===== src/rtl/sdram_arbit.sv =====
// SDRAM bus arbiter: after init, grants the bus to refresh, write or read owners
// and muxes the owner's command/address onto the SDRAM pins, with a per-grant watchdog.
module sdram_arbit #(
  parameter int         TIMEOUT = 1023,
  parameter logic [3:0] CMD_NOP = 4'b0111
) (
  input  logic        sclk,
  input  logic        reset,
  input  logic        flag_init_end,
  input  logic [3:0]  init_cmd,
  input  logic [12:0] init_addr,
  input  logic        ref_req,
  input  logic        wr_req,
  input  logic        rd_req,
  input  logic        flag_ref_end,
  input  logic        flag_wr_end,
  input  logic        flag_rd_end,
  input  logic [3:0]  aref_cmd,
  input  logic [12:0] aref_addr,
  input  logic [3:0]  wr_cmd,
  input  logic [12:0] wr_addr,
  input  logic [3:0]  rd_cmd,
  input  logic [12:0] rd_addr,
  output logic        ref_en,
  output logic        wr_en,
  output logic        rd_en,
  output logic [3:0]  sdram_cmd,
  output logic [12:0] sdram_addr,
  output logic        err_timeout
);

  localparam int              WD_W    = $clog2(TIMEOUT + 1);
  localparam logic [WD_W-1:0] WD_LAST = WD_W'(TIMEOUT - 1);

  typedef enum logic [2:0] {
    IDLE,
    ARBIT,
    AREF,
    WRITE,
    READ
  } state_t;

  state_t          state;
  logic [WD_W-1:0] wd_cnt;
  logic            last_grant;
  logic            owner_end;

  // Only the current owner's done pulse can release the bus.
  always_comb begin
    owner_end = 1'b0;
    case (state)
      AREF:    owner_end = flag_ref_end;
      WRITE:   owner_end = flag_wr_end;
      READ:    owner_end = flag_rd_end;
      default: owner_end = 1'b0;
    endcase
  end

  // last_grant is 1 after a write grant and 0 after a read grant.
  always_ff @(posedge sclk) begin
    if (reset) begin
      state       <= IDLE;
      wd_cnt      <= '0;
      last_grant  <= 1'b0;
      ref_en      <= 1'b0;
      wr_en       <= 1'b0;
      rd_en       <= 1'b0;
      err_timeout <= 1'b0;
    end else begin
      ref_en      <= 1'b0;
      wr_en       <= 1'b0;
      rd_en       <= 1'b0;
      err_timeout <= 1'b0;
      case (state)
        IDLE: begin
          if (flag_init_end) state <= ARBIT;
        end
        ARBIT: begin
          wd_cnt <= '0;
          if (ref_req) begin
            state  <= AREF;
            ref_en <= 1'b1;
          end else if (wr_req && (!rd_req || !last_grant)) begin
            state      <= WRITE;
            wr_en      <= 1'b1;
            last_grant <= 1'b1;
          end else if (rd_req) begin
            state      <= READ;
            rd_en      <= 1'b1;
            last_grant <= 1'b0;
          end
        end
        AREF, WRITE, READ: begin
          if (owner_end) begin
            state  <= ARBIT;
            wd_cnt <= '0;
          end else if (wd_cnt == WD_LAST) begin
            state       <= ARBIT;
            wd_cnt      <= '0;
            err_timeout <= 1'b1;
          end else begin
            wd_cnt <= wd_cnt + 1'b1;
          end
        end
        default: state <= IDLE;
      endcase
    end
  end

  always_comb begin
    sdram_cmd  = CMD_NOP;
    sdram_addr = 13'd0;
    case (state)
      IDLE: begin
        sdram_cmd  = init_cmd;
        sdram_addr = init_addr;
      end
      AREF: begin
        sdram_cmd  = aref_cmd;
        sdram_addr = aref_addr;
      end
      WRITE: begin
        sdram_cmd  = wr_cmd;
        sdram_addr = wr_addr;
      end
      READ: begin
        sdram_cmd  = rd_cmd;
        sdram_addr = rd_addr;
      end
      default: begin
        sdram_cmd  = CMD_NOP;
        sdram_addr = 13'd0;
      end
    endcase
  end

endmodule


===== config.mk =====
export PLATFORM = sky130hd
export DESIGN_NAME = sdram_arbit
export DESIGN_NICKNAME = d
export VERILOG_FILES = /design/src/rtl/sdram_arbit.sv
export SDC_FILE = /design/constraint.sdc
export NUM_CORES = 1
export LEC_CHECK = 0
export BUFFER_PORTS_ARGS = -buffer_cell sky130_fd_sc_hd__buf_2
export CAP_MARGIN = 25
export CORE_MARGIN = 2
export CORE_UTILIZATION = 40
export CTS_BUF_LIST = sky130_fd_sc_hd__clkbuf_16
export CTS_CLUSTER_DIAMETER = 50
export DETAILED_ROUTE_END_ITERATION = 6
export GPL_TIMING_DRIVEN = 0
export PLACE_DENSITY = 0.78
export SLEW_MARGIN = 20
export SYNTH_ARGS = -nofsm -noshare
export SYNTH_HDL_FRONTEND = slang
export SYNTH_SLANG_ARGS = --single-unit

===== constraint.sdc =====
create_clock -name sclk -period 2 [get_ports sclk]
set_input_delay 0.2 -clock sclk [delete_from_list [all_inputs] [get_ports sclk]]
set_output_delay 0.2 -clock sclk [all_outputs]
set_load 0.01 [all_outputs]

== Word level (Yosys, flattened, before mapping) ==
Cells that the tools add are included.

* Bits in latches: 0
* Bits in registers: 18
* RAM bits: 0
* Logic and storage cells: 52
* Memories kept: 0
* Memory bits (read-only): 0
* Input port bits: 77

* Add/subtract/negate cells: 1
* Bitwise gates (word level): 3
* Div/mod/pow operators: 0
* Multiply operators: 0
* Reduce and logical (&&, ||, !) cells: 14
* $lt $le $gt $ge: 0
* Mux-type cells: 19
* Eq/ne operators: 8
* Shift-type cells: 0

{| class="wikitable"
|+ Operator list
! cell !! count
|-
| $pmux 13 s4 || 1
|-
| $mux 10 || 2
|-
| $pmux 10 s2 || 1
|-
| $mux 3 || 6
|-
| $pmux 4 s4 || 1
|-
| $add 10x1->10 const B || 1
|-
| $eq 10x10->1 const B || 1
|-
| $pmux 3 s3 || 1
|-
| $reduce_or 3->1 || 3
|-
| $eq 3x2->1 const B || 2
|-
| $mux 1 || 6
|-
| $reduce_and 3->1 || 2
|-
| $ne 4x4->1 const B || 1
|-
| $reduce_bool 2->1 || 2
|-
| $reduce_or 4->1 || 1
|-
| $eq 3x1->1 const B || 1
|-
| $eq 3x3->1 const B || 1
|-
| $logic_not 3->1 || 1
|-
| $ne 3x3->1 const B || 1
|-
| $not 1->1 || 3
|-
| $pmux 1 s3 || 1
|-
| $logic_not 1->1 || 2
|-
| $ne 2x2->1 const B || 1
|-
| $reduce_or 2->1 || 1
|-
| other kinds (2) || 2
|}

== Depth between registers and ports, before layout ==
* Depth in word-level cells: 6
* Depth in mapped cells: 7

== Worst setup path after synthesis ==
Ideal clock, no wire load.

* Path type: reg-to-reg
* Start: reg state[0]
* End: reg state[0]
* Cell stages (with the launch flop): 6
* Data required time: 1.879 ns
* Data arrival time: 1.648 ns
* Clock period less this slack: 1.769 ns
* Path slack: 0.231 ns
* Cells stage by stage: dfxtp_1 > buf_4 > nor2_1 > a32o_1 > a222oi_1 > mux2_2

* Longest elaborated chain between the ends: 4
* Elaborated cells on any way between the ends: 13
* Classes of those cells: 7 x eq/ne; 3 x mux; 3 x reduce/logical

{| class="wikitable"
|+ Ends and longest elaborated chain
! element !! line !! source
|-
| from (decl) || 43 || <nowiki>state_t state;</nowiki>
|-
| from (signal assigned) || 62 || <nowiki>state <= IDLE;</nowiki>
|-
| from (signal assigned) || 76 || <nowiki>if (flag_init_end) state <= ARBIT;</nowiki>
|-
| from (signal assigned) || 81 || <nowiki>state <= AREF;</nowiki>
|-
| $eq 3x3->1 or $eq 3x2->1 (tied branches) || 51, 74 ||
|-
| $pmux 1 s3 or $reduce_or 3->1 (tied branches) || 51, 74 ||
|-
| $ne 3x3->1 (no line) or $mux 3 (tied branches) || - ||
|-
| $reduce_and 3->1 (no line) or $pmux 3 s3 (tied branches) || - ||
|}

Several ways; a longest one is shown, not always the timed one.
A chain may end at the register's enable or synchronous reset.

== Worst setup path after layout ==
* Start: reg state[2]
* End: out sdram_cmd[1]

* Longest elaborated chain between the ends: 2
* Elaborated cells on any way between the ends: 5
* Classes of those cells: 3 x eq/ne; 1 x mux; 1 x reduce/logical

{| class="wikitable"
|+ Ends and longest elaborated chain
! element !! line !! source
|-
| $eq 3x3->1 (tied with other cells) || 113 || <nowiki>case (state)</nowiki>
|-
| $pmux 4 s4 * || 113 ||
|-
| to (decl) || 27 || <nowiki>output logic [3:0] sdram_cmd,</nowiki>
|}

Mark *: on every way between the ends. The rest lies on a longest branch, timed or not.

==> results.py <==
metrics = {
    "cts": {
        "holdBufCountCts": 0,
        "cts_max_level": 1,
        "path_clk_slew_ns": 0.05,
        "cts_root_buf": "clkbuf_16",
        "numCtsBuffers": 3,
        "clk_latency_ns": 0.25,
        "cts.path.max_buffers": 2,
        "cts.sinks": 18,
        "cts_tree": "built",
    },
    "setup_path": {
        "cp_data_arrival_time_ns": 1.70,
        "path_cells": "buf_2 -> buf_1 -> mux2i_1 -> a22oi_1 -> buf_2",
        "crit_start": "state[2]$_SDFFE_PP0P_",
        "critPathTopFamily": "buffers and inverters",
        "worstPathRequired_ns": 1.80,
        "path_max_fanout": 10,
        "crit_type": "reg2out",
        "worst_r2r_path_depth": 5,
        "r2r-end": "state[0]$_SDFFE_PP0P_",
        "worst-path-stages": 5,
        "end_kind": "output port",
        "worstSetupStartpointType": "flop",
        "worst-path-buf-inv": 3,
        "reg2reg_slack_ns": 0.17,
        "crit_slowest_cell": "buf_1",
        "crit_end": "sdram_cmd[1]",
        "r2r-start": "state[2]$_SDFFE_PP0P_",
        "max_stage_delay_ns": 0.40,
        "crit_top_cell": "buf_2",
    },
    "logic_synthesis": {
        "synth-xor-area-share_pct": 3.71,
        "synth_cells": 191,
        "synth_fa_ha_area_share_pct": 1.77,
        "syn_area_per_cell_sq_um": 7.41,
        "synth_mux_area_share_pct": 16.4,
        "synth-seq-cells": 18,
        "synth-compound-area-share_pct": 19.6,
        "yosysWarnings": 0,
        "synth.yosys.seq_area_share_pct": 25.5,
        "synth_simple_gate_area_share_pct": 27.4,
        "synth.cell_area_sq_mm": 0.00142,
        "synth_top_family_by_area": "simple AND/OR/NAND/NOR gates",
        "syn_nets": 270,
        "ys_types": 39,
    },
    "sta": {
        "skew_ns": 0.00162,
        "slew_headroom_pct": 67.5,
        "finalMaxSlewViolations": 0,
        "period_share_pct": 94.9,
        "whs_ns": 0.183,
        "setup_ws_ns": 0.102,
        "finalHoldViolations": 0,
        "setup_violations": 0,
        "min_period_ns": 1.90,
        "fmax_mhz": 527,
        "tightest_slew_ns": 0.486,
    },
    "cells_and_area": {
        "final_common_cell": "buf_2",
        "nets": 372,
        "layout_common_cells": "buf_2 (98), mux2i_1 (22), nand2_1 (21)",
        "area_delta_synth_final_pct": 47.0,
        "fillCellCount": 337,
        "drive_gt1_share_pct": 40.5,
        "diodes": 0,
        "fin_cells": 337,
    },
    "placed_design": {
        "pre_cts_ws_ns": -0.138,
        "port-buffer-count": 96,
        "gp_congestion": 0.796,
        "dp.cells": 333,
        "dpl.hpwl_microns": 3490,
    },
    "drt": {
        "route.top_layer_used": "met4",
        "met1_length_microns": 1810,
        "wl_met3_microns": 321,
        "viasPerCell": 5.25,
        "wl_microns": 4340,
        "wl_met2_microns": 2130,
        "num_vias": 1768,
        "wl_per_cell_microns": 12.9,
        "drt-initial-drc-count": 81,
        "drtPass1Iterations": 4,
        "final_antenna_net_count": 0,
        "drc": 0,
    },
    "global_routing": {
        "grt_usage_pct": 22.3,
        "grt_pass1_wl_microns": 7260,
        "grt_max_degree": 11,
        "antenna_found_initial": 0,
        "grt_overflow": 0,
        "grt_pass1_vias": 1687,
    },
    "floorplan": {
        "die_w_microns": 63.5,
        "dieArea_sq_mm": 0.00403,
        "start_util_pct": 42.1,
        "die_h_microns": 63.5,
        "fp-row-count": 21,
        "core-area_sq_mm": 0.00336,
        "top_level_ports": 98,
    },
    "power": {
        "vdd_drop_max_mv": 0.420,
        "cellLeakagePower_nw": 0.955,
        "p_per_area_mw_per_mm2": 980,
        "power_mw": 2.04,
    },
    "run_status": {
        "outcome": "completed",
    },
    "worst_hold_path": {
        "hold_path_class": "in2reg",
    },
    "job": {
        "max_cap_violations": 0,
    },
}
[worst min-delay path by stage]
stage / startpoint / endpoint / slack, ns / cells past startpoint
after floorplan: rd_req / last_grant$_SDFFE_PP0P_ / 0.32 / 1
after global placement: rd_req / last_grant$_SDFFE_PP0P_ / 0.44 / 2
after detailed placement: rd_req / last_grant$_SDFFE_PP0P_ / 0.44 / 2
after CTS: rd_req / last_grant$_SDFFE_PP0P_ / 0.18 / 2
after global routing: rd_req / last_grant$_SDFFE_PP0P_ / 0.20 / 2
final: rd_req / last_grant$_SDFFE_PP0P_ / 0.18 / 2
[final cells by class]
type | instances | area, sq um | area share (%)
Buffer | 14 | 90.1 | 4.33
Clock buffer | 3 | 75.1 | 3.61
Inverter | 4 | 15.0 | 0.722
Multi-Input combinational cell | 155 | 995 | 47.8
Sequential cell | 18 | 360 | 17.3
Tap cell | 46 | 57.6 | 2.77
Timing Repair Buffer | 97 | 488 | 23.5
[cell families (layout without fill, tap and decap cells)]
family / count (synthesis) / in the layout
and+or+nand+nor: 77 / 77
AOI/OAI and AO/OA: 47 / 47
muxes: 23 / 23
DFF: 18 / 18
buffers and inverters: 18 / 118
xor gates and xnor gates: 6 / 6
adders and majority gates: 2 / 2
[metal layers]
layer	track usage (%)	vias to the layer above
li1	-	889
met1	27.3	796
met2	38.2	76
met3	4.29	7
met4	8.42	0
met5	0	-
[where the power goes]
| group | total, mW | internal (mW) | switching (mW) |
|---|---|---|---|
| registers | 0.423 | 0.403 | 0.0207 |
| clock network | 0.394 | 0.263 | 0.131 |
| logic | 1.22 | 0.538 | 0.683 |
[worst register-to-register path, delay by kind of cell (launching register included)]
kind	cells	cell delay, ns
buffers and inverters	1	0.25
and+or+nand+nor	1	0.08
AOI/OAI and AO/OA	2	0.71
muxes	1	0.38
DFF	1	0.30
[flip-flops by register name (all words and copies together) (netlist names)]
register and flops:
wd_cnt 10, state 3, err_timeout 1, last_grant 1
rd_en 1, ref_en 1, wr_en 1
[Yosys cell counts (all sizes together)]
| library cell | count | area (sq um) |
|---|---|---|
| o31ai | 1 | 7.51 |
| buf | 8 | 42.5 |
| nor3b | 1 | 7.51 |
| and2 | 3 | 18.8 |
| nor4b | 1 | 8.76 |
| o21ai | 17 | 88.8 |
| a222oi | 1 | 10.0 |
| nor4 | 1 | 6.26 |
| nand4 | 6 | 43.8 |
| and4 | 1 | 8.76 |
| o32ai | 1 | 8.76 |
| and3 | 4 | 25.0 |
| a211oi | 3 | 22.5 |
| ha | 2 | 25.0 |
| a32oi | 1 | 8.76 |
| nand2 | 21 | 78.8 |
| clkbuf | 6 | 22.5 |
| a311oi | 1 | 8.76 |
| a21oi | 18 | 90.1 |
| xor2 | 5 | 43.8 |
| inv | 4 | 15.0 |
| nand3 | 3 | 15.0 |
| mux2i | 22 | 220 |
| xnor2 | 1 | 8.76 |
| nor3 | 7 | 35.0 |
| nor2 | 20 | 75.1 |
| nor2b | 3 | 26.3 |
| or3 | 3 | 18.8 |
| or4 | 1 | 7.51 |
| a32o | 1 | 10.0 |
| mux2 | 1 | 11.3 |
| dfxtp | 18 | 360 |
| nand2b | 2 | 12.5 |
| a22oi | 3 | 22.5 |
[stage by stage]
stage | instance area (sq um) | util, % | setup TNS (ns)
CTS | 2060 | 61.1 | 0
detailed placement | 1950 | 58.1 | -1.07
global placement | 1950 | 58.1 | -0.717
global route | 2080 | 61.9 | -0.000307
finish | 2080 | 61.9 | 0
floorplan | 1420 | - | 0
[repair_timing]
action,CTS,global route
pin swaps,1,0
setup buffers,1,0
setup endpoints to repair,11,15
gates resized for setup,8,12
(Power assumes the default switching activity.)
